--- src/rtl/rr3_mux_feeder_if.sv ---
// Source and output handshake bundle for the three-way round-robin mux feeder.
// The feeder takes the slave modport. The sources and downstream sink take the master modport.
interface rr3_mux_feeder_if #(
    parameter int WIDTH = 2
);
    logic [WIDTH-1:0] x;
    logic             xv;
    logic             xr;
    logic [WIDTH-1:0] y;
    logic             yv;
    logic             yr;
    logic [WIDTH-1:0] z;
    logic             zv;
    logic             zr;
    logic             s1;
    logic             s2;
    logic [WIDTH-1:0] o;
    logic             ov;
    logic             ordy;

    modport master (
        output x, xv, y, yv, z, zv, ordy,
        input  xr, yr, zr, s1, s2, o, ov
    );

    modport slave (
        input  x, xv, y, yv, z, zv, ordy,
        output xr, yr, zr, s1, s2, o, ov
    );
endinterface

--- src/rtl/rr3_mux_feeder.sv ---
// Round-robin arbiter that picks one of three valid/ready sources and registers the winning word.
// It also registers the S1/S2 select pair, so the downstream 2:1 mux chain reproduces that word.
module rr3_mux_feeder #(
    parameter int         WIDTH    = 2,
    parameter logic [1:0] INIT_PTR = 2'd2
) (
    input  logic               clk,
    input  logic               rst,
    rr3_mux_feeder_if.slave    bus
);

    logic [1:0]       ptr;
    logic [1:0]       ptr_eff;
    logic [2:0]       gnt;
    logic [1:0]       gnt_idx;
    logic [WIDTH-1:0] gnt_data;
    logic             load_en;

    // An out-of-range pointer value of 3 is treated the same as 2.
    assign ptr_eff = (ptr == 2'd3) ? 2'd2 : ptr;
    assign load_en = !bus.ov || bus.ordy;

    always_comb begin
        gnt = 3'b000;
        case (ptr_eff)
            2'd0: begin
                if (bus.yv)      gnt = 3'b010;
                else if (bus.zv) gnt = 3'b100;
                else if (bus.xv) gnt = 3'b001;
            end
            2'd1: begin
                if (bus.zv)      gnt = 3'b100;
                else if (bus.xv) gnt = 3'b001;
                else if (bus.yv) gnt = 3'b010;
            end
            default: begin
                if (bus.xv)      gnt = 3'b001;
                else if (bus.yv) gnt = 3'b010;
                else if (bus.zv) gnt = 3'b100;
            end
        endcase
    end

    always_comb begin
        gnt_idx  = 2'd0;
        gnt_data = bus.x;
        if (gnt[1]) begin
            gnt_idx  = 2'd1;
            gnt_data = bus.y;
        end else if (gnt[2]) begin
            gnt_idx  = 2'd2;
            gnt_data = bus.z;
        end
    end

    assign bus.xr = gnt[0] && load_en && !rst;
    assign bus.yr = gnt[1] && load_en && !rst;
    assign bus.zr = gnt[2] && load_en && !rst;

    // Each load updates the word, the selects and the priority pointer together.
    // A drain with no new grant clears only the valid bit.
    always_ff @(posedge clk) begin
        if (rst) begin
            bus.ov <= 1'b0;
            bus.o  <= '0;
            bus.s1 <= 1'b0;
            bus.s2 <= 1'b0;
            ptr    <= INIT_PTR;
        end else if (load_en) begin
            if (gnt != 3'b000) begin
                bus.o  <= gnt_data;
                bus.ov <= 1'b1;
                bus.s1 <= (gnt_idx == 2'd1);
                bus.s2 <= (gnt_idx == 2'd2);
                ptr    <= gnt_idx;
            end else begin
                bus.ov <= 1'b0;
            end
        end
    end

endmodule

--- src/flat_wrapper.sv ---
// flat-port wrapper written by rule: the top's interface ports become plain ports
module rr3_mux_feeder_flat 
#(
    parameter int         WIDTH    = 2,
    parameter logic [1:0] INIT_PTR = 2'd2
)
  (clk, rst, bus_x, bus_xv, bus_y, bus_yv, bus_z, bus_zv, bus_ordy, bus_xr, bus_yr, bus_zr, bus_s1, bus_s2, bus_o, bus_ov);
  rr3_mux_feeder_if #(.WIDTH(WIDTH)) bus_i ();
  input  logic clk;
  input  logic rst;
  input wire logic [$bits(bus_i.x)-1:0] bus_x;
  input wire logic [$bits(bus_i.xv)-1:0] bus_xv;
  input wire logic [$bits(bus_i.y)-1:0] bus_y;
  input wire logic [$bits(bus_i.yv)-1:0] bus_yv;
  input wire logic [$bits(bus_i.z)-1:0] bus_z;
  input wire logic [$bits(bus_i.zv)-1:0] bus_zv;
  input wire logic [$bits(bus_i.ordy)-1:0] bus_ordy;
  output wire logic [$bits(bus_i.xr)-1:0] bus_xr;
  output wire logic [$bits(bus_i.yr)-1:0] bus_yr;
  output wire logic [$bits(bus_i.zr)-1:0] bus_zr;
  output wire logic [$bits(bus_i.s1)-1:0] bus_s1;
  output wire logic [$bits(bus_i.s2)-1:0] bus_s2;
  output wire logic [$bits(bus_i.o)-1:0] bus_o;
  output wire logic [$bits(bus_i.ov)-1:0] bus_ov;
  assign bus_i.x = bus_x;
  assign bus_i.xv = bus_xv;
  assign bus_i.y = bus_y;
  assign bus_i.yv = bus_yv;
  assign bus_i.z = bus_z;
  assign bus_i.zv = bus_zv;
  assign bus_i.ordy = bus_ordy;
  assign bus_xr = bus_i.xr;
  assign bus_yr = bus_i.yr;
  assign bus_zr = bus_i.zr;
  assign bus_s1 = bus_i.s1;
  assign bus_s2 = bus_i.s2;
  assign bus_o = bus_i.o;
  assign bus_ov = bus_i.ov;
  rr3_mux_feeder #(.WIDTH(WIDTH), .INIT_PTR(INIT_PTR)) u_core (.clk(clk), .rst(rst), .bus(bus_i));
endmodule
--- config.mk ---
export PLATFORM = sky130hd
export DESIGN_NAME = rr3_mux_feeder_flat
export DESIGN_NICKNAME = d
export VERILOG_FILES = /design/src/rtl/rr3_mux_feeder_if.sv /design/src/rtl/rr3_mux_feeder.sv /design/src/flat_wrapper.sv
export SDC_FILE = /design/constraint.sdc
export NUM_CORES = 1
export LEC_CHECK = 0
export CAP_MARGIN = 5
export CORE_AREA = 2 2 39 41
export DETAILED_ROUTE_END_ITERATION = 12
export DIE_AREA = 0 0 41 43
export DONT_BUFFER_PORTS = 1
export SYNTH_ARGS = -nofsm -noshare
export SYNTH_HDL_FRONTEND = slang
export SYNTH_SLANG_ARGS = --single-unit
--- constraint.sdc ---
create_clock -name clk -period 1.3 [get_ports clk]
set_input_delay 0.26 -clock clk [delete_from_list [all_inputs] [get_ports clk]]
set_output_delay 0.26 -clock clk [all_outputs]
set_load 0.01 [all_outputs]
=== Yosys cells after proc, flatten, opt, wreduce, memory -nomap -nowiden ===
Index checks and enable logic that the tools add are counted.

* Add/sub/neg operators: 0
* Multiply operators: 0
* Divide/modulo/power cells: 0
* $lt $le $gt $ge: 0
* Equal/unequal tests: 4
* Shift operators: 0
* Muxes and demuxes: 16
* Bitwise gates (word level): 0
* Reduce and logical (&&, ||, !) cells: 12

{| class="wikitable"
|+ Operator list
! cell !! count
|-
| $mux 3 || 7
|-
| $mux 2 || 6
|-
| $logic_and 1x1->1 || 6
|-
| $pmux 3 s2 || 1
|-
| $eq 2x1->1 const B || 2
|-
| $eq 2x2->1 const B || 2
|-
| $reduce_bool 3->1 || 1
|-
| $logic_not 1->1 || 2
|-
| $logic_not 2->1 || 1
|-
| $mux 1 || 2
|-
| $reduce_and 2->1 || 1
|-
| $logic_or 1x1->1 || 1
|}

* Register bits after elaboration: 7
* Latch bits: 0
* Bits in writable memories: 0
* Bits in read-only memories: 0
* Input bits: 12
* Output and inout bits: 8
* Memories kept: 0

=== Logic depth before layout (Yosys ltp) ===
* Word-level depth: 7
* Mapped depth: 5
* Gate-level depth less buffers: 4

=== Least setup slack after synthesis ===
Ideal clock, no wire load.

* Kind: input to output
* Start: input bus_yv
* End: output bus_xr
* Arrival: 1106 ps
* Required time: 1040 ps
* Path slack: -66 ps
* Cell stages on the path: 5
* Path buffers: 1
* Path through: buf_6 > nor2b_1 > nor2_1 > nor2_1 > nor4b_1

* Cells in the longest elaborated chain, start to end: 5
* Elaborated cells on any way between the ends: 6
* Those cells by class: 4 x mux; 2 x reduce/logical

{| class="wikitable"
|+ RTL lines
! element !! RTL line !! text
|-
| start, declared || flat_wrapper.sv:14 || <nowiki>input wire logic [$bits(bus_i.yv)-1:0] bus_yv;</nowiki>
|-
| $mux 3 || rr3_mux_feeder.sv:38 || <nowiki>else if (bus.yv) gnt = 3'b010;</nowiki>
|-
| $mux 3 || rr3_mux_feeder.sv:37 || <nowiki>if (bus.xv) gnt = 3'b001;</nowiki>
|-
| $pmux 3 s2 * || rr3_mux_feeder.sv:25 || <nowiki>case (ptr_eff)</nowiki>
|-
| $logic_and 1x1->1 * (2 in a row) || rr3_mux_feeder.sv:56 || <nowiki>assign bus.xr = gnt[0] && load_en && !rst;</nowiki>
|-
| end, declared || flat_wrapper.sv:18 || <nowiki>output wire logic [$bits(bus_i.xr)-1:0] bus_xr;</nowiki>
|}

Every way passes the cells marked *; elsewhere a longest branch is shown, timed or not.

==> flow_summary_export.csv <==
group,metric,value,unit
outcome,status,"finished with violations",
outcome,failing_checks,"setup timing",
cts,cts_max_path_buffers,2,
logic_synthesis,synth_top_family_by_area,"simple AND/OR/NAND/NOR gates",
routing,routed_wire_length_per_instance,14.3,um
final_layout,filler_cell_count,149,
floorplan,core_area,1380,um^2
cts,h_tree_level_count,1,
routing,dr_total_vias,442,
critical_path,cp_data_arrival_time,1.22,ns
timing,rsz_0062_raised_after_global_routing,"yes",
critical_path,cp-endpoint,"bus_yr",
timing,report.final.slew_viol_count,0,
floorplan,die_height,43,um
cts,clk_pin_slew,0.05,ns
final_layout,final_layout_size_suffix_gt1_share,50.8,%
routing,drtPass1Iterations,4,
flow_run,cap_viol_max_count,0,
floorplan,dieArea,1760,um^2
final_layout,layout_commonest_cell,"sky130_fd_sc_hd__buf_4",
routing,post_drt_via_cell_ratio,5.46,
global_route,grt_first_pass_wirelength,1.80,mm
cts,root_buffer,"sky130_fd_sc_hd__clkbuf_4",
floorplan,top_level_ports,20,
logic_synthesis,share_of_the_synthesized_area_in_compound_gates_ao_oa_aoi_oai,22.8,%
routing,route.final.wire_length,1.16,mm
global_route,first_global_vias,414,
cts,clock_insertion_delay_worst_skew,0.26,ns
power,power.static_leakage,0.226,nW
final_layout,multiInputGateArea,309,um^2
timing,worst_slack,-0.179,ns
timing,fin_crit_sh,114,%
global_route,gr-total-overflow,0,
logic_synthesis,synthSimpleGateAreaFrac,41.4,%
logic_synthesis,syn_avg_cell_area,7.98,um^2
critical_path,reg2regPathDepth,6,
power,p_total,0.000568,W
cts,numCtsBuffers,3,
critical_path,worstSetupPathType,"flip-flop to primary output",
critical_path,cp_max_fo,3,
final_layout,final_cell_mix,"13 x sky130_fd_sc_hd__buf_4, 5 x sky130_fd_sc_hd__nor2_1, 4 x sky130_fd_sc_hd__nand2_1, 4 x sky130_fd_sc_hd__dfxtp_1",
routing,ant_nets,0,
floorplan,die_w,41,um
logic_synthesis,synth_seq_area_share,28.4,%
global_route,gr-usage-all-layers,15.6,%
cts,cts.sinks,6,
timing,fmax,676,MHz
timing,worst_pin_slew,0.318,ns
final_layout,seq_area,125,um^2
placed_design,hpwl,744,um
logic_synthesis,yosys.cell_types.count,26,
global_route,grt_max_degree,11,
floorplan,initial_core_util,30.6,%
logic_synthesis,yosys-mux-area-fraction,0,%
cts,cts-hold-fix-buffers,0,
final_layout,diodes_inserted,0,
worst_hold_path,hp-class,"input port to flip-flop",
placed_design,buffer_ports.inserted,0,
cts,cts_tree,"done",
logic_synthesis,yosys.area_share.xor_xnor,0,%
final_layout,synthToLayoutAreaGrowth,35.8,%
timing,hold-worst-slack,0.0600,ns
routing,first_iter_violations,9,
timing,final_critical_path_time_including_i_o_delays_and_setup,1.48,ns
floorplan,floorplan.rows,14,
critical_path,rr_endpoint,"u_core.bus.o[0]",
critical_path,setup.worst_path.end_class,"primary output",
logic_synthesis,yosys_register_bits,6,
critical_path,worstReg2RegStart,"u_core.bus.s1",
power,worst_ir_drop_vdd,378,uV
critical_path,rrSetupSlack,0.06,ns
critical_path,worstPathRequired,1.04,ns
logic_synthesis,syn_inst,53,
routing,detail_route.drc_violations,0,
logic_synthesis,yosysWarnings,0,
placed_design,place.gp.congestion,0.824,
global_route,antenna_violations_before_repair,0,
timing,hold_viol_final,0,
logic_synthesis,post_synth_instance_area,423,um^2
logic_synthesis,synth-adder-area-share,0,%
timing,finalSetupViolCount,3,
timing,maxSlewHeadroom,78.7,%
timing,timing.clock.skew,0.00144,ns
logic_synthesis,synth_fp_nets,65,
final_layout,fin_nets,79,
power,power_per_cell_area,990,nW/um^2
critical_path,timing_startpoint_of_the_critical_path,"u_core.bus.s1",
timing,totalNegativeSetupSlack,-0.509,ns
critical_path,startpoint_type,"flip-flop",
routing by layer:
layer  share of wire, %  GRT usage, %  wire (um)  vias to the layer above
li1                   -             -          -                      217
met1                 42          18.0        492                      211
met2                 51          24.4        594                       12
met3                4.5          3.14         52                        2
met4                1.6          10.0         19                        0
met5                  0             0          0                        -
worst max-delay path, stage by stage (launching register included):
cell,delay (ns)
sky130_fd_sc_hd__dfxtp_2,0.33
sky130_fd_sc_hd__buf_4,0.14
sky130_fd_sc_hd__o22ai_2,0.16
sky130_fd_sc_hd__nand2_1,0.09
sky130_fd_sc_hd__nor3_2,0.10
sky130_fd_sc_hd__buf_4,0.14
area by class of cell:
type / count / area share [%]
Clock buffer: 3 / 3.92
Multi-Input combinational cell: 43 / 53.8
Sequential cell: 6 / 21.8
Tap cell: 16 / 3.49
Timing Repair Buffer: 13 / 17.0
logic make-up after synthesis:
kind of cell    count (synthesis)
buf+inv                         4
simple gates                   30
flops                           6
compound gates                 13
power by group:
part | switching (W) | internal, W | leakage (nW)
clock | 0.0000878 | 0.000106 | 0.0138
combinational | 0.0000649 | 0.0000875 | 0.162
sequential | 0.0000213 | 0.000201 | 0.0505
stage by stage:
step	cells	cell area (um^2)	setup slack, ns	utilization, %
finish	81	574	-0.179	41.5
global route	81	574	-0.260	41.5
CTS	78	526	-0.162	38.0
detailed placement	72	470	0.0281	34.0
global placement	72	470	0.0120	34.0
floorplan	53	429	0.0481	-
Yosys cell counts:
cell type                   count  area [um^2]
sky130_fd_sc_hd__nand3b_1       2         15.0
sky130_fd_sc_hd__nor4b_1        1         8.76
sky130_fd_sc_hd__o2111ai_1      1         8.76
sky130_fd_sc_hd__nand2_1        5         18.8
sky130_fd_sc_hd__nor2b_4        1         13.8
sky130_fd_sc_hd__a311oi_2       1         15.0
sky130_fd_sc_hd__nor2b_1        4         25.0
sky130_fd_sc_hd__nor2b_2        1         8.76
sky130_fd_sc_hd__a311oi_1       1         8.76
sky130_fd_sc_hd__o22ai_2        1         12.5
sky130_fd_sc_hd__nor3_1         2         10.0
sky130_fd_sc_hd__or2_2          2         12.5
sky130_fd_sc_hd__a32oi_1        1         8.76
sky130_fd_sc_hd__nand4_1        1         6.26
sky130_fd_sc_hd__dfxtp_1        6          120
sky130_fd_sc_hd__o21ai_1        3         15.0
sky130_fd_sc_hd__buf_2          1         5.00
sky130_fd_sc_hd__o22ai_1        2         12.5
sky130_fd_sc_hd__clkbuf_1       1         3.75
sky130_fd_sc_hd__nor3_2         1         10.0
sky130_fd_sc_hd__nor2_2         1         6.26
sky130_fd_sc_hd__nand3_1        3         15.0
sky130_fd_sc_hd__buf_6          2         22.5
sky130_fd_sc_hd__nor2_1         5         18.8
sky130_fd_sc_hd__a21oi_1        3         15.0
sky130_fd_sc_hd__nand2b_1       1         6.26
repair_timing:
| item | 4_1_cts | 5_1_grt |
|---|---|---|
| buffers inserted | 3 | 3 |
| pin swaps | 0 | 5 |
| setup endpoints to repair | 3 | 5 |
| resized for setup | 4 | 6 |
state kept, by name, summed over array words and instances (netlist names):
| signal | flops |
|---|---|
| u_core.bus.o | 2 |
| u_core.bus.ov | 1 |
| u_core.bus.s1 | 1 |
| u_core.bus.s2 | 1 |
| u_core.ptr | 1 |
worst min path at each step:
| stage | start | end | slack (ns) | depth (start not counted) |
|---|---|---|---|---|
| after global routing | rst | u_core.bus.o[1] | 0.06 | 1 |
| after detailed placement | rst | u_core.bus.o[1] | 0.33 | 1 |
| after CTS | rst | u_core.bus.s1 | 0.06 | 1 |
| after global placement | rst | u_core.bus.o[1] | 0.33 | 1 |
| after floorplan | bus_xv | u_core.bus.ov | 0.44 | 2 |
| final | rst | u_core.bus.s1 | 0.06 | 1 |
(Power assumes the default switching activity.)
